## src/rtl/cordic_engine_if.sv

```systemverilog
// Operand/result handshake bundle for cordic_engine.
// The engine connects through the slave view; whoever feeds operands and
// drains results uses the master view.
interface cordic_engine_if #(
  parameter int WIDTH = 16
);
  // Operand side
  logic                    in_valid;
  logic                    in_ready;
  logic                    mode;
  logic signed [WIDTH-1:0] x_i;
  logic signed [WIDTH-1:0] y_i;
  logic signed [WIDTH-1:0] z_i;

  // Result side
  logic                    out_valid;
  logic                    out_ready;
  logic signed [WIDTH-1:0] x_o;
  logic signed [WIDTH-1:0] y_o;
  logic signed [WIDTH-1:0] z_o;

  modport master (
    output in_valid, mode, x_i, y_i, z_i, out_ready,
    input  in_ready, out_valid, x_o, y_o, z_o
  );

  modport slave (
    input  in_valid, mode, x_i, y_i, z_i, out_ready,
    output in_ready, out_valid, x_o, y_o, z_o
  );
endinterface

```

## src/rtl/cordic_engine.sv

```systemverilog
// Iterative CORDIC engine, rotation (z -> 0) and vectoring (y -> 0) modes.
// One operand at a time: IDLE -> PRE (quadrant fold) -> ITER micro-rotations
// -> SCALE (gain compensation, rounding, saturation) -> DONE (hold result).
// Datapath registers carry two guard bits so the CORDIC gain never wraps.
// Constants (atan table, pi/2, 1/gain) are kept in Q30 and rounded to FRAC
// fractional bits at elaboration; FRAC must lie in 1..29 and ITER in 1..24.
module cordic_engine #(
  parameter int WIDTH = 16,
  parameter int FRAC  = 7,
  parameter int ITER  = 12
) (
  input  logic          clk,
  input  logic          reset,
  cordic_engine_if.slave bus
);

  localparam int IW = WIDTH + 2;         // internal x/y/z width
  localparam int PW = IW + FRAC + 2;     // width of the gain product
  localparam int CW = 5;                 // iteration index width (up to 32 steps)

  localparam logic [2:0] S_IDLE  = 3'd0;
  localparam logic [2:0] S_PRE   = 3'd1;
  localparam logic [2:0] S_ITER  = 3'd2;
  localparam logic [2:0] S_SCALE = 3'd3;
  localparam logic [2:0] S_DONE  = 3'd4;

  // atan(2^-i) scaled by 2^30, i = 0..31 (entries past 24 are never reached
  // but keep the table a power-of-two deep so the 5-bit index is exact).
  localparam longint ATAN_Q30 [32] = '{
    64'sd843314857, 64'sd497837830, 64'sd263043837, 64'sd133525159,
    64'sd67021687,  64'sd33543516,  64'sd16775851,  64'sd8388437,
    64'sd4194283,   64'sd2097149,   64'sd1048576,   64'sd524288,
    64'sd262144,    64'sd131072,    64'sd65536,     64'sd32768,
    64'sd16384,     64'sd8192,      64'sd4096,      64'sd2048,
    64'sd1024,      64'sd512,       64'sd256,       64'sd128,
    64'sd64,        64'sd32,        64'sd16,        64'sd8,
    64'sd4,         64'sd2,         64'sd1,         64'sd0
  };

  // Round a Q30 constant to the engine's Q format (round half up).
  function automatic longint round_q30(input longint v);
    return (v + (longint'(1) <<< (29 - FRAC))) >>> (30 - FRAC);
  endfunction

  localparam logic signed [IW-1:0] HALF_PI   = IW'(round_q30(64'sd1686629713));
  localparam logic signed [PW-1:0] K_MUL     = PW'(round_q30(64'sd652032874));
  localparam logic signed [PW-1:0] ROUND_ADD = PW'(longint'(1) <<< (FRAC - 1));
  localparam logic signed [PW-1:0] SAT_MAX   = PW'((longint'(1) <<< (WIDTH - 1)) - 1);
  localparam logic signed [PW-1:0] SAT_MIN   = PW'(-(longint'(1) <<< (WIDTH - 1)));

  // Elaboration-time arctangent table in the engine's Q format
  logic signed [IW-1:0] atan_tab [32];

  for (genvar gi = 0; gi < 32; gi++) begin : g_atan
    localparam longint A_RND = round_q30(ATAN_Q30[gi]);
    assign atan_tab[gi] = IW'(A_RND);
  end

  // Sign-extend a port-width value into the guarded internal width.
  function automatic logic signed [IW-1:0] sext(input logic signed [WIDTH-1:0] v);
    return {{2{v[WIDTH-1]}}, v};
  endfunction

  // Multiply by 1/gain, round half up, drop FRAC bits, clamp to port range.
  function automatic logic signed [WIDTH-1:0] sat_scale(input logic signed [IW-1:0] v);
    logic signed [PW-1:0] p;
    p = (PW'(v) * K_MUL + ROUND_ADD) >>> FRAC;
    if (p > SAT_MAX) begin
      return {1'b0, {(WIDTH-1){1'b1}}};
    end else if (p < SAT_MIN) begin
      return {1'b1, {(WIDTH-1){1'b0}}};
    end
    return WIDTH'(p);
  endfunction

  logic [2:0]              state_reg, state_next;
  logic [CW-1:0]           iter_reg,  iter_next;
  logic                    mode_reg,  mode_next;
  logic signed [IW-1:0]    x_reg, x_next;
  logic signed [IW-1:0]    y_reg, y_next;
  logic signed [IW-1:0]    z_reg, z_next;
  logic signed [WIDTH-1:0] xo_reg, xo_next;
  logic signed [WIDTH-1:0] yo_reg, yo_next;
  logic signed [WIDTH-1:0] zo_reg, zo_next;

  logic signed [IW-1:0]    pre_x, pre_y, pre_z;
  logic signed [IW-1:0]    x_sh, y_sh;
  logic signed [IW-1:0]    x_step, y_step, z_step;
  logic                    rot_pos;

  // Quadrant fold so the micro-rotations only need to cover +/- pi/2
  always_comb begin
    pre_x = x_reg;
    pre_y = y_reg;
    pre_z = z_reg;
    if (!mode_reg) begin
      if (z_reg > HALF_PI) begin
        pre_x = -y_reg;
        pre_y = x_reg;
        pre_z = z_reg - HALF_PI;
      end else if (z_reg < -HALF_PI) begin
        pre_x = y_reg;
        pre_y = -x_reg;
        pre_z = z_reg + HALF_PI;
      end
    end else if (x_reg[IW-1]) begin
      if (!y_reg[IW-1]) begin
        pre_x = y_reg;
        pre_y = -x_reg;
        pre_z = z_reg + HALF_PI;
      end else begin
        pre_x = -y_reg;
        pre_y = x_reg;
        pre_z = z_reg - HALF_PI;
      end
    end
  end

  // One shift-and-add micro-rotation using the current iteration index
  always_comb begin
    x_sh    = x_reg >>> iter_reg;
    y_sh    = y_reg >>> iter_reg;
    rot_pos = mode_reg ? y_reg[IW-1] : ~z_reg[IW-1];
    if (rot_pos) begin
      x_step = x_reg - y_sh;
      y_step = y_reg + x_sh;
      z_step = z_reg - atan_tab[iter_reg];
    end else begin
      x_step = x_reg + y_sh;
      y_step = y_reg - x_sh;
      z_step = z_reg + atan_tab[iter_reg];
    end
  end

  // Sequencer and register next-state selection
  always_comb begin
    state_next = state_reg;
    iter_next  = iter_reg;
    mode_next  = mode_reg;
    x_next     = x_reg;
    y_next     = y_reg;
    z_next     = z_reg;
    xo_next    = xo_reg;
    yo_next    = yo_reg;
    zo_next    = zo_reg;
    case (state_reg)
      S_IDLE: begin
        if (bus.in_valid) begin
          mode_next  = bus.mode;
          x_next     = sext(bus.x_i);
          y_next     = sext(bus.y_i);
          z_next     = sext(bus.z_i);
          state_next = S_PRE;
        end
      end
      S_PRE: begin
        x_next     = pre_x;
        y_next     = pre_y;
        z_next     = pre_z;
        iter_next  = '0;
        state_next = S_ITER;
      end
      S_ITER: begin
        x_next    = x_step;
        y_next    = y_step;
        z_next    = z_step;
        iter_next = iter_reg + CW'(1);
        if (iter_reg == CW'(ITER - 1)) begin
          state_next = S_SCALE;
        end
      end
      S_SCALE: begin
        xo_next    = sat_scale(x_reg);
        yo_next    = sat_scale(y_reg);
        zo_next    = WIDTH'(z_reg);
        state_next = S_DONE;
      end
      S_DONE: begin
        if (bus.out_ready) begin
          state_next = S_IDLE;
        end
      end
      default: state_next = S_IDLE;
    endcase
  end

  // State and datapath registers; reset aborts any operation in flight
  always_ff @(posedge clk or posedge reset) begin
    if (reset) begin
      state_reg <= S_IDLE;
      iter_reg  <= '0;
      mode_reg  <= 1'b0;
      x_reg     <= '0;
      y_reg     <= '0;
      z_reg     <= '0;
      xo_reg    <= '0;
      yo_reg    <= '0;
      zo_reg    <= '0;
    end else begin
      state_reg <= state_next;
      iter_reg  <= iter_next;
      mode_reg  <= mode_next;
      x_reg     <= x_next;
      y_reg     <= y_next;
      z_reg     <= z_next;
      xo_reg    <= xo_next;
      yo_reg    <= yo_next;
      zo_reg    <= zo_next;
    end
  end

  assign bus.in_ready  = (state_reg == S_IDLE);
  assign bus.out_valid = (state_reg == S_DONE);
  assign bus.x_o       = xo_reg;
  assign bus.y_o       = yo_reg;
  assign bus.z_o       = zo_reg;

endmodule

```

## src/flat_wrapper.sv

```systemverilog
// flat-port wrapper written by rule: the top's interface ports become plain ports
module cordic_engine_flat 
#(
  parameter int WIDTH = 16,
  parameter int FRAC  = 7,
  parameter int ITER  = 12
)
  (clk, reset, bus_in_valid, bus_mode, bus_x_i, bus_y_i, bus_z_i, bus_out_ready, bus_in_ready, bus_out_valid, bus_x_o, bus_y_o, bus_z_o);
  cordic_engine_if #(.WIDTH(WIDTH)) bus_i ();
  input  logic clk;
  input  logic reset;
  input wire logic [$bits(bus_i.in_valid)-1:0] bus_in_valid;
  input wire logic [$bits(bus_i.mode)-1:0] bus_mode;
  input wire logic [$bits(bus_i.x_i)-1:0] bus_x_i;
  input wire logic [$bits(bus_i.y_i)-1:0] bus_y_i;
  input wire logic [$bits(bus_i.z_i)-1:0] bus_z_i;
  input wire logic [$bits(bus_i.out_ready)-1:0] bus_out_ready;
  output wire logic [$bits(bus_i.in_ready)-1:0] bus_in_ready;
  output wire logic [$bits(bus_i.out_valid)-1:0] bus_out_valid;
  output wire logic [$bits(bus_i.x_o)-1:0] bus_x_o;
  output wire logic [$bits(bus_i.y_o)-1:0] bus_y_o;
  output wire logic [$bits(bus_i.z_o)-1:0] bus_z_o;
  assign bus_i.in_valid = bus_in_valid;
  assign bus_i.mode = bus_mode;
  assign bus_i.x_i = bus_x_i;
  assign bus_i.y_i = bus_y_i;
  assign bus_i.z_i = bus_z_i;
  assign bus_i.out_ready = bus_out_ready;
  assign bus_in_ready = bus_i.in_ready;
  assign bus_out_valid = bus_i.out_valid;
  assign bus_x_o = bus_i.x_o;
  assign bus_y_o = bus_i.y_o;
  assign bus_z_o = bus_i.z_o;
  cordic_engine #(.WIDTH(WIDTH), .FRAC(FRAC), .ITER(ITER)) u_core (.clk(clk), .reset(reset), .bus(bus_i));
endmodule
```

## config.mk

```make
export PLATFORM = sky130hd
export DESIGN_NAME = cordic_engine_flat
export DESIGN_NICKNAME = d
export VERILOG_FILES = /design/src/rtl/cordic_engine_if.sv /design/src/rtl/cordic_engine.sv /design/src/flat_wrapper.sv
export SDC_FILE = /design/constraint.sdc
export NUM_CORES = 1
export LEC_CHECK = 0
export CAP_MARGIN = 10
export CORE_UTILIZATION = 44
export CTS_BUF_LIST = sky130_fd_sc_hd__clkbuf_4
export CTS_CLUSTER_SIZE = 25
export DETAILED_ROUTE_END_ITERATION = 7
export GPL_TIMING_DRIVEN = 0
export PLACE_DENSITY_LB_ADDON = 0.08
export SLEW_MARGIN = 10
export SYNTH_ARGS = -nofsm -noshare
export SYNTH_HDL_FRONTEND = slang
export SYNTH_SLANG_ARGS = --single-unit
```

## constraint.sdc

```tcl
create_clock -name clk -period 16.3 [get_ports clk]
set_input_delay 1.63 -clock clk [delete_from_list [all_inputs] [get_ports clk]]
set_output_delay 1.63 -clock clk [all_outputs]
set_load 0.005 [all_outputs]
```

==> results of run 1 <==
## worst reg2reg max path, delay by kind of cell, from the launching register on
| kind | cells | cell delay (ns) |
|---|---|---|
| adders and majority gates | 5 | 2.06 |
| and+or+nand+nor | 6 | 1.66 |
| AOI/OAI and AO/OA | 5 | 1.86 |
| DFF | 1 | 0.89 |
| buffers and inverters | 4 | 0.80 |
## layout by cell type, fill, tap and decap left out, types with 15 or more instances in the layout
master	Yosys	layout
sky130_fd_sc_hd__a211oi_1	21	21
sky130_fd_sc_hd__a21o_1	25	25
sky130_fd_sc_hd__a21oi_1	130	130
sky130_fd_sc_hd__a221o_1	17	17
sky130_fd_sc_hd__a221oi_1	22	22
sky130_fd_sc_hd__a31oi_1	41	41
sky130_fd_sc_hd__and3_1	15	15
sky130_fd_sc_hd__clkbuf_1	65	65
sky130_fd_sc_hd__clkdlybuf4s50_1	0	102
sky130_fd_sc_hd__dfrtp_1	111	111
sky130_fd_sc_hd__fa_1	63	63
sky130_fd_sc_hd__ha_1	214	214
sky130_fd_sc_hd__inv_1	224	223
sky130_fd_sc_hd__mux2i_1	25	25
sky130_fd_sc_hd__mux4_2	40	40
sky130_fd_sc_hd__nand2_1	211	211
sky130_fd_sc_hd__nand2b_1	22	22
sky130_fd_sc_hd__nand3_1	22	22
sky130_fd_sc_hd__nand4_1	15	15
sky130_fd_sc_hd__nor2_1	159	159
sky130_fd_sc_hd__nor2b_1	22	22
sky130_fd_sc_hd__nor3_1	48	48
sky130_fd_sc_hd__o211ai_1	19	19
sky130_fd_sc_hd__o21ai_0	139	139
sky130_fd_sc_hd__or3_1	15	15
sky130_fd_sc_hd__xnor2_1	131	131
sky130_fd_sc_hd__xor2_1	48	48
## logic make-up (layout without fill, tap and decap cells)
logic type | after synthesis | count (layout) | share of synthesized area [%]
other | 0 | 6 | 0
muxes | 70 | 70 | 7.03
adders and majority gates | 277 | 277 | 22.9
and+or+nand+nor | 593 | 593 | 16.3
AOI/OAI and AO/OA | 555 | 555 | 21.3
xor gates and xnor gates | 179 | 179 | 9.13
DFF | 111 | 111 | 16.2
buffers and inverters | 317 | 436 | 7.09
## worst paths after layout
path	depth (start not counted)	endpoint	slack, ns	from
worst max-delay path	20	u_core.bus.y_o[3]	8.89	u_core.y_reg[4]
worst min-delay path	2	u_core.bus.x_o[15]	0.50	u_core.bus.x_o[15]
worst max register to register	20	u_core.bus.y_o[3]	8.89	u_core.y_reg[4]
worst min register to register	2	u_core.bus.x_o[15]	0.50	u_core.bus.x_o[15]
max in group asynchronous	3	u_core.z_reg[14]	14.15	reset
min in group asynchronous	2	u_core.bus.y_o[8]	1.44	reset
## synthesized netlist by cell type (7+ instances only)
| library cell | number |
|---|---|
| sky130_fd_sc_hd__or2_2 | 9 |
| sky130_fd_sc_hd__o21a_1 | 7 |
| sky130_fd_sc_hd__a222oi_1 | 10 |
| sky130_fd_sc_hd__and2_1 | 14 |
| sky130_fd_sc_hd__a221oi_1 | 22 |
| sky130_fd_sc_hd__a221o_1 | 17 |
| sky130_fd_sc_hd__a22oi_1 | 10 |
| sky130_fd_sc_hd__a21oi_1 | 130 |
| sky130_fd_sc_hd__nand3_1 | 22 |
| sky130_fd_sc_hd__a31oi_1 | 41 |
| sky130_fd_sc_hd__and3_1 | 15 |
| sky130_fd_sc_hd__or3_1 | 15 |
| sky130_fd_sc_hd__mux4_2 | 40 |
| sky130_fd_sc_hd__fa_1 | 63 |
| sky130_fd_sc_hd__a21o_1 | 25 |
| sky130_fd_sc_hd__nor2_1 | 159 |
| sky130_fd_sc_hd__nand2_1 | 211 |
| sky130_fd_sc_hd__o32ai_1 | 8 |
| sky130_fd_sc_hd__dfrtp_1 | 111 |
| sky130_fd_sc_hd__mux2i_1 | 25 |
| sky130_fd_sc_hd__buf_2 | 10 |
| sky130_fd_sc_hd__nand2b_1 | 22 |
| sky130_fd_sc_hd__a21boi_0 | 12 |
| sky130_fd_sc_hd__inv_1 | 224 |
| sky130_fd_sc_hd__a211oi_1 | 21 |
| sky130_fd_sc_hd__o31ai_1 | 12 |
| sky130_fd_sc_hd__xnor2_1 | 131 |
| sky130_fd_sc_hd__o22ai_1 | 11 |
| sky130_fd_sc_hd__nor3_1 | 48 |
| sky130_fd_sc_hd__nor2b_1 | 22 |
| sky130_fd_sc_hd__clkbuf_1 | 65 |
| sky130_fd_sc_hd__a211o_1 | 7 |
| sky130_fd_sc_hd__nor4_1 | 11 |
| sky130_fd_sc_hd__o21ai_0 | 139 |
| sky130_fd_sc_hd__buf_1 | 12 |
| sky130_fd_sc_hd__o211ai_1 | 19 |
| sky130_fd_sc_hd__ha_1 | 214 |
| sky130_fd_sc_hd__nand4_1 | 15 |
| sky130_fd_sc_hd__xor2_1 | 48 |
## final cells by class
class,count,area (um2),share of cell area (%)
Clock buffer,9,67.6,0.355
Antenna cell,6,15.0,0.0789
Sequential cell,111,2780,14.6
Buffer,90,365,1.92
Clock inverter,7,55.1,0.289
Multi-Input combinational cell,1674,13200,69.3
Tap cell,518,648,3.41
Timing Repair Buffer,103,1050,5.51
Inverter,227,857,4.51
## metrics by stage
step / hold slack [ns] / setup WS (ns) / util, %
2_1_floorplan: 0.470 / 10.44 / -
3_3_place_gp: 0.463 / 9.25 / 48.9
3_5_place_dp: 0.467 / 9.10 / 49.0
4_1_cts: 0.505 / 9.05 / 49.3
5_1_grt: 0.531 / 8.69 / 49.3
6_report: 0.497 / 8.89 / 49.3
## per-layer routing
metal / wire (um) / vias to the layer above
met3: 5320 / 131
met5: 0 / -
li1: - / 7716
met2: 27600 / 785
met4: 3140 / 0
met1: 28000 / 7855
==> out/summary.json, run 1 <==
{
  "status": {"value": "finished with violations"},
  "met3_usage": {"value": 5.69, "unit": "%"},
  "ys_seq_area_share": {"value": 16.2, "unit": "%"},
  "clkTransAtPathRegs": {"value": 0.23, "unit": "ns"},
  "grtUsageMet2": {"value": 49.2, "unit": "%"},
  "starting_density_of_the_core": {"value": 44.6, "unit": "%"},
  "fin_tns_setup": {"value": 0, "unit": "ns"},
  "slew_headroom": {"value": 8.21, "unit": "%"},
  "ys_warn_count": {"value": 0},
  "grtUsageMet1": {"value": 44.7, "unit": "%"},
  "placed_cells": {"value": 2723},
  "fill_cells": {"value": 3902},
  "crit_fanout": {"value": 12},
  "chipWidth": {"value": 200, "unit": "um"},
  "synth.net_count": {"value": 2432},
  "grt_most_used_layer": {"value": "met2"},
  "design.die.area": {"value": 0.0398, "unit": "mm2"},
  "cp_num_buf_inv": {"value": 4},
  "dieHeight": {"value": 200, "unit": "um"},
  "drt.antenna.violating_nets": {"value": 0},
  "fmaxAchievable": {"value": 135, "unit": "MHz"},
  "detail_route.first_pass.iterations": {"value": 8},
  "setup.worst_path.start_class": {"value": "flop"},
  "average_vias_per_placed_instance": {"value": 6.01},
  "crit_family": {"value": "adder cells"},
  "antenna_found_initial": {"value": 5},
  "failed_checks": {"value": "DRC"},
  "layout-area-overhead-vs-synth": {"value": 10.7, "unit": "%"},
  "synthArstFlopShare": {"value": 100, "unit": "%"},
  "worstPathRequired": {"value": 16.77, "unit": "ns"},
  "crit_path_max_incr_delay": {"value": 0.90, "unit": "ns"},
  "cts_hold_buffers": {"value": 0},
  "placement.io_buffers": {"value": 102},
  "critical_path_class": {"value": "reg -> reg"},
  "wl_per_cell": {"value": 23.3, "unit": "um"},
  "number_of_standard_cells_after_synthesis": {"value": 2102},
  "fp-row-count": {"value": 72},
  "cp_cell_sequence": {"value": "inv_1, ha_1, ha_1, inv_1, fa_1, inv_1, fa_1, ha_1, and4_4, and2_1, a2111oi_0, o21ai_0, nand4_1, nor4_1, nor4b_2, a311oi_1, a311oi_1, nor4b_2, buf_4, o32ai_1"},
  "critical_path_top_delay_cell": {"value": "sky130_fd_sc_hd__a2111oi_0"},
  "tightestPinTransition": {"value": 1.37, "unit": "ns"},
  "post_cts_resize_count": {"value": 0},
  "finalSetupViolCount": {"value": 0},
  "placeableCoreArea": {"value": 0.0386, "unit": "mm2"},
  "synth.lib_cells_used.distinct": {"value": 94},
  "number_of_enable_type_register_cells_in_the_synthesized_netlist": {"value": 0},
  "synth_top_area_cell": {"value": "sky130_fd_sc_hd__dfrtp_1"},
  "global_route.usage.total": {"value": 32.6, "unit": "%"},
  "synthDominantCellAreaShare": {"value": 16.2, "unit": "%"},
  "cap_violations": {"value": 0},
  "tritoncts": {"value": "yes"},
  "timing.critical_path.arrival": {"value": 7.88, "unit": "ns"},
  "maxSlewViolCount": {"value": 0},
  "post_dp_cell_area": {"value": 0.0189, "unit": "mm2"},
  "synth_top_cells_by_area": {"value": "sky130_fd_sc_hd__dfrtp_1, sky130_fd_sc_hd__ha_1, sky130_fd_sc_hd__fa_1"},
  "grt_setup_unrepaired": {"value": "no"},
  "synth_top_flop_cell": {"value": "sky130_fd_sc_hd__dfrtp_1"},
  "num-nets-final": {"value": 2546},
  "cts_inserted_buffers": {"value": 9},
  "cts_setup_buffers": {"value": 0},
  "number_of_endpoints_with_negative_hold_slack_in_the_final_report": {"value": 0},
  "netlist_area": {"value": 0.0172, "unit": "mm2"},
  "h_tree_level_count": {"value": 3},
  "globalplace.congestion": {"value": 1.03},
  "cts.root.buffer_cell": {"value": "sky130_fd_sc_hd__clkbuf_4"},
  "numClockSinks": {"value": 111},
  "detail_route.drc_violations": {"value": 2},
  "dr_total_vias": {"value": 16500},
  "globalRouteOverflowTotal": {"value": 0},
  "cts_buffer_depth": {"value": 2},
  "synth_area_per_cell": {"value": 8.17, "unit": "um2"},
  "dr.first_iter.drc_count": {"value": 1681},
  "period_minus_slack": {"value": 7.41, "unit": "ns"},
  "totalWireLength": {"value": 64000, "unit": "um"},
  "global_route_wire_length_before_repair": {"value": 95800, "unit": "um"},
  "grt_max_degree": {"value": 59},
  "ys_ff_latch": {"value": 111},
  "final_area": {"value": 0.0190, "unit": "mm2"},
  "finish.cell_count_without_fillers": {"value": 2745},
  "clk_latency": {"value": 0.62, "unit": "ns"},
  "critical_path.endpoint_type": {"value": "flop"},
  "number_of_global_route_vias_before_repair": {"value": 15700},
  "finClkSkew": {"value": 0.0518, "unit": "ns"},
  "io_pins": {"value": 103},
  "worstHoldPathType": {"value": "reg -> reg"},
  "detailed_place_hpwl": {"value": 51800, "unit": "um"},
  "proportion_of_layout_cells_with_a_drive_suffix_above_1": {"value": 4.91, "unit": "%"},
  "final.period_utilization": {"value": 45.5, "unit": "%"}
}
Power of run 1 is not shown: default switching activity piles up to over one toggle a cycle in this logic, so the estimate is an artifact.
==> run 2, diff against run 1 <==
clock period = 6.91 ns   (was 16.3 ns; I/O delays follow)
==> run 2 against run 1 <==
Against the previous run: the flow now finishes without violations; non-clock buffer count is 6 higher; worst hold slack got worse by 0.021 ns; maximum frequency grew 11%.
==> out/summary.json, run 2 (synthesis results as in run 1) <==
{
  "status": {"value": "completed"},
  "dr_total_vias": {"value": 16500, "change": "+0.28%"},
  "chipWidth": {"value": 200, "unit": "um", "change": "unchanged"},
  "final.period_utilization": {"value": 96.3, "unit": "%", "change": "+51 points"},
  "global_route.usage.total": {"value": 32.6, "unit": "%", "change": "about the same"},
  "h_tree_level_count": {"value": 3, "change": "unchanged"},
  "worstHoldPathType": {"value": "in -> async"},
  "detail_route.first_pass.iterations": {"value": 7, "change": "-1"},
  "reg2reg_depth": {"value": 19, "change": "-5.0%"},
  "proportion_of_layout_cells_with_a_drive_suffix_above_1": {"value": 6.01, "unit": "%", "change": "+1.1 points"},
  "dr.first_iter.drc_count": {"value": 1469, "change": "-13%"},
  "layout_commonest_cell": {"value": "sky130_fd_sc_hd__inv_1"},
  "post_dp_cell_area": {"value": 0.0189, "unit": "mm2", "change": "unchanged"},
  "critical_path.endpoint_type": {"value": "flop"},
  "io_pins": {"value": 103, "change": "unchanged"},
  "placement.io_buffers": {"value": 102, "change": "unchanged"},
  "starting_density_of_the_core": {"value": 44.6, "unit": "%", "change": "unchanged"},
  "slew_headroom": {"value": 9.02, "unit": "%", "change": "+0.81 points"},
  "cts_buffer_depth": {"value": 2, "change": "unchanged"},
  "fp-row-count": {"value": 72, "change": "unchanged"},
  "antenna_found_initial": {"value": 5, "change": "unchanged"},
  "layout-area-overhead-vs-synth": {"value": 11.6, "unit": "%"},
  "crit_fanout": {"value": 7, "change": "-5"},
  "timing.critical_path.arrival": {"value": 7.14, "unit": "ns", "change": "-0.74 ns"},
  "tightestPinTransition": {"value": 1.36, "unit": "ns", "change": "-0.0121 ns"},
  "number_of_global_route_vias_before_repair": {"value": 15700, "change": "-0.025%"},
  "setup_slack": {"value": 0.259, "unit": "ns", "change": "-8.63 ns"},
  "detailed_place_hpwl": {"value": 51800, "unit": "um", "change": "unchanged"},
  "placeableCoreArea": {"value": 0.0386, "unit": "mm2", "change": "unchanged"},
  "dieHeight": {"value": 200, "unit": "um", "change": "unchanged"},
  "cap_violations": {"value": 0, "change": "unchanged"},
  "design.die.area": {"value": 0.0398, "unit": "mm2", "change": "unchanged"},
  "maxSlewViolCount": {"value": 0, "change": "unchanged"},
  "number_of_endpoints_with_negative_hold_slack_in_the_final_report": {"value": 0, "change": "unchanged"},
  "fmaxAchievable": {"value": 150, "unit": "MHz", "change": "+11%"},
  "preCtsSetupSlack": {"value": -0.288, "unit": "ns", "change": "-9.39 ns"},
  "cts_hold_buffers": {"value": 0, "change": "unchanged"},
  "period_minus_slack": {"value": 6.65, "unit": "ns", "change": "-0.763 ns"},
  "clkTransAtPathRegs": {"value": 0.23, "unit": "ns", "change": "about the same"},
  "grt_max_degree": {"value": 59, "change": "unchanged"},
  "cts.root.buffer_cell": {"value": "sky130_fd_sc_hd__clkbuf_4"},
  "finClkSkew": {"value": 0.0508, "unit": "ns", "change": "-0.000927 ns"},
  "worstPathRequired": {"value": 7.40, "unit": "ns", "change": "-9.37 ns"},
  "fill_cells": {"value": 3894, "change": "-0.21%"},
  "globalplace.congestion": {"value": 1.03, "change": "unchanged"},
  "globalRouteOverflowTotal": {"value": 0, "change": "unchanged"},
  "setup.worst_path.start_class": {"value": "flop"},
  "cts_inserted_buffers": {"value": 9, "change": "unchanged"},
  "detail_route.drc_violations": {"value": 0, "change": "-2"},
  "tritoncts": {"value": "yes"},
  "average_vias_per_placed_instance": {"value": 6.00, "change": "about the same"},
  "global_route_wire_length_before_repair": {"value": 95800, "unit": "um", "change": "about the same"},
  "final_area": {"value": 0.0192, "unit": "mm2", "change": "+0.74%"},
  "drt.antenna.violating_nets": {"value": 0, "change": "unchanged"},
  "finalSetupViolCount": {"value": 0, "change": "unchanged"},
  "top_library_cells_by_usage_in_the_layout_fill_and_taps_aside": {"value": "sky130_fd_sc_hd__inv_1, sky130_fd_sc_hd__ha_1, sky130_fd_sc_hd__nand2_1"},
  "wl_per_cell": {"value": 23.3, "unit": "um", "change": "-0.14%"},
  "critical_path_class": {"value": "reg -> reg"},
  "numClockSinks": {"value": 111, "change": "unchanged"},
  "clk_latency": {"value": 0.64, "unit": "ns", "change": "+0.02 ns"},
  "totalWireLength": {"value": 64100, "unit": "um", "change": "+0.19%"},
  "num-nets-final": {"value": 2553, "change": "+0.27%"}
}
==> run 2: area by class of cell <==
type / count / area [um2] / area share, %
Sequential cell: 111 / 2790 / 14.6
Antenna cell: 8 / 20.0 / 0.104
Tap cell: 518 / 648 / 3.38
Clock buffer: 9 / 67.6 / 0.353
Multi-Input combinational cell: 1675 / 13300 / 69.2
Clock inverter: 7 / 55.1 / 0.287
Inverter: 227 / 865 / 4.51
Timing Repair Buffer: 110 / 1100 / 5.75
Buffer: 89 / 367 / 1.91
==> run 2: per-stage QoR <==
step | std cells | hold slack (ns) | setup TNS, ns | util, %
3_5_place_dp | 2723 | 0.467 | -3.03 | 49.0
2_1_floorplan | 2102 | 0.470 | 0 | -
3_3_place_gp | 2722 | 0.463 | -1.31 | 48.9
4_1_cts | 2739 | 0.495 | 0 | 49.3
6_report | 2754 | 0.476 | 0 | 49.7
5_1_grt | 2750 | 0.500 | -0.00474 | 49.7
==> run 2: critical path, stage by stage, from the launching register on <==
cell and delay, ns:
sky130_fd_sc_hd__dfrtp_2 0.55, sky130_fd_sc_hd__clkinvlp_4 0.27, sky130_fd_sc_hd__ha_1 0.37, sky130_fd_sc_hd__ha_1 0.30, sky130_fd_sc_hd__fa_1 0.53, sky130_fd_sc_hd__inv_1 0.05, sky130_fd_sc_hd__fa_1 0.50, sky130_fd_sc_hd__inv_1 0.04
sky130_fd_sc_hd__ha_1 0.38, sky130_fd_sc_hd__and4_4 0.23, sky130_fd_sc_hd__and2_1 0.16, sky130_fd_sc_hd__a2111oi_1 0.69, sky130_fd_sc_hd__xnor2_1 0.27, sky130_fd_sc_hd__and3_1 0.29, sky130_fd_sc_hd__nand2_1 0.21, sky130_fd_sc_hd__or4_1 0.60
sky130_fd_sc_hd__a2111oi_4 0.33, sky130_fd_sc_hd__o211ai_2 0.26, sky130_fd_sc_hd__o21ai_2 0.34, sky130_fd_sc_hd__o32ai_1 0.13
==> run 2: per-layer routing <==
metal / global-route usage (%) / up-vias / share of wire (%)
met4: 16.3 / 0 / 4.8
met3: 5.89 / 129 / 7.8
li1: - / 7731 / -
met2: 49.1 / 701 / 43
met5: 0 / - / 0
met1: 44.7 / 7972 / 44
==> run 2: final timing paths <==
path / slack, ns / endpoint / startpoint
worst max register to register: 0.26 / u_core.bus.y_o[9] / u_core.y_reg[5]
max in group asynchronous: 5.71 / u_core.z_reg[14] / reset
worst min register to register: 0.50 / u_core.bus.x_o[15] / u_core.bus.x_o[15]
min in group clk: 0.50 / u_core.bus.x_o[15] / u_core.bus.x_o[15]
worst min-delay path: 0.48 / u_core.bus.y_o[2] / reset
worst max-delay path: 0.26 / u_core.bus.y_o[9] / u_core.y_reg[5]
==> run 2: repair_timing <==
item,CTS,global route
pin swaps,0,2
gates cloned,0,1
setup buffers,0,7
endpoints found under the setup margin,19,41
gates resized for setup,6,20
Power of run 2 is left out for the same reason.
==> RTL change (flow settings as in run 1) <==
Take the reset off `z_reg` and load it in a clocked block of its own.
--- a/src/rtl/cordic_engine.sv
+++ b/src/rtl/cordic_engine.sv
@@ -193,5 +193,4 @@
       x_reg     <= '0;
       y_reg     <= '0;
-      z_reg     <= '0;
       xo_reg    <= '0;
       yo_reg    <= '0;
@@ -203,9 +202,12 @@
       x_reg     <= x_next;
       y_reg     <= y_next;
-      z_reg     <= z_next;
       xo_reg    <= xo_next;
       yo_reg    <= yo_next;
       zo_reg    <= zo_next;
     end
+  end
+
+  always_ff @(posedge clk) begin
+    z_reg <= z_next;
   end
 
Function: same outputs for any inputs over 4 cycles, from zero or initial values and one cycle with reset high; that may be too few to reach the edited logic, so the function may still have changed.
==> RTL change against run 1 <==
- area after synthesis grew 4.8%
- wire length up 4.0%
- via count is 4.1% higher
- hold slack improved by 0.014 ns
- sequential cell count is the same
- first-iteration DRC count is 7.2% lower
- highest routed layer unchanged
- cell area grew 4.3%
- worst setup slack gained 0.40 ns
- global-route usage fell by 0.60 points
Power is left out: the tool's default activity adds up to more than one toggle a clock period on the data nets, which glitch-free logic cannot reach.
==> RTL change: results (changes against run 1) <==
| Metric | Value |
|---|---|
| Final WL | 66600 µm (+4.0%) |
| CP max-delay cell | buf_1 |
| #MultiIn Comb | 1742 (+4.1%) |
| GRT Resource Usage Total | 32.0% (-0.60 points) |
| Synth top cells by count | 221 x inv_1, 214 x ha_1, 204 x nand2_1, 161 x nor2_1, 145 x a21oi_1 |
| Hold path endpoint | u_core.bus.z_o[12] |
| Async SR Flop Fraction | 83.8% (-16 points) |
| Vias in the first global route | 16.1k (+2.1%) |
| R2R setup slack | 9.29 ns (+0.40 ns) |
| Most used DFF post-synth | dfrtp_1 |
| Crit path to | u_core.y_reg[17] |
| Fill count | 4026 (+3.2%) |
| Worst-Skew Late Latency | 0.65 ns (+0.03 ns) |
| Seq_cells | 111 (unchanged) |
| Multi-input gate area | 13800 µm² (+4.7%) |
| Worst setup path start | u_core.y_reg[17] |
| Adder-Cell Fraction of Synth Area | 21.9% (-0.99 points) |
| Fin nets | 2627 (+3.2%) |
| Worst hold stages | 2 (unchanged) |
| Nonclk buf count | 211 (+9.3%) |
| CTS buffer count | 9 (unchanged) |
| Sequential-to-total area share from yosys stat | 15.9% (-0.24 points) |
| Synth Area in Compound Gates | 21.9% (+0.58 points) |
| Netlist cell types | 108 (+15%) |
| Synth Area in XOR/XNOR | 8.75% (-0.37 points) |
| DR pass1 iterations | 5 (-3) |
| First-pass GRT wire length | 99500 µm (+3.9%) |
| Mux cell area share after synthesis | 7.40% (+0.37 points) |
| Area contributors post-synth | ha_1 15%, dfrtp_1 13%, fa_1 7.0%, xnor2_1 6.1%, inv_1 4.6% |
| Clock-cell share | 0.624% (-0.020 points) |
| Crit-path max cell delay | 0.83 ns (-0.07 ns) |
| Routed via count | 17.2k (+4.1%) |
| Initial antenna violation count | 1 (-4) |
| Buffer share of cell area | 7.73% (+0.30 points) |
| Final hold slack | 0.511 ns (+0.0136 ns) |
| # Post-CTS Setup Buffers | 0 (unchanged) |
| Inverter count | 222 (-2.2%) |
| Clock skew | 0.0399 ns (-0.0119 ns) |
| Register area | 2870 µm² (+3.2%) |
| Hold Startpoint | u_core.bus.z_o[12] |
| Hpwl dp | 54100 µm (+4.6%) |
| Mapped Nets | 2513 (+3.3%) |
| Worst Path Max Fanout | 12 (unchanged) |
| Worst relative slew slack | 21.4% (+13 points) |
| Share of cells above drive strength 1 | 6.21% (+1.3 points) |
| Number of enable flip-flop cells after synthesis | 18 (+18) |
| Largest net degree at the start of global routing | 64 (+8.5%) |
| DRT iter0 DRCs | 1560 (-7.2%) |
| Gpl congestion | 0.966 (-6.1%) |
| Outcome | completed |
| ANT cells | 1 (-5) |
| Top delay family on crit path | compound AO/OA/AOI/OAI gates |
| Post-CTS Resized | 0 (unchanged) |
RTL change: cell types whose count changed in the layout (fill, tap and decap cells not counted), sizes merged, moves of 16 or more:
cell and delta:
a21oi +27, edfxtp +18, mux2i +18, nand3 +30, clkbuf +16, dfrtp -18
RTL change: metal layers:
layer | share of wire (%) | GRT usage (%) | routed length (µm) | vias up
met5 | 0 | 0 | 0 | -
met4 | 2.6 | 9.81 | 1740 | 0
met3 | 7.4 | 4.54 | 4900 | 77
met2 | 45 | 50.0 | 29900 | 621
met1 | 45 | 45.4 | 30000 | 8485
li1 | - | - | - | 7988
RTL change: per-stage QoR:
stage,setup slack [ns],cell area (µm²),utilization [%],cells
2_1_floorplan,10.87,18000,-,2183
3_3_place_gp,9.60,19700,49.2,2810
3_5_place_dp,9.61,19700,49.3,2811
4_1_cts,9.54,19800,49.6,2827
5_1_grt,9.12,19800,49.6,2828
6_report,9.29,19800,49.6,2828
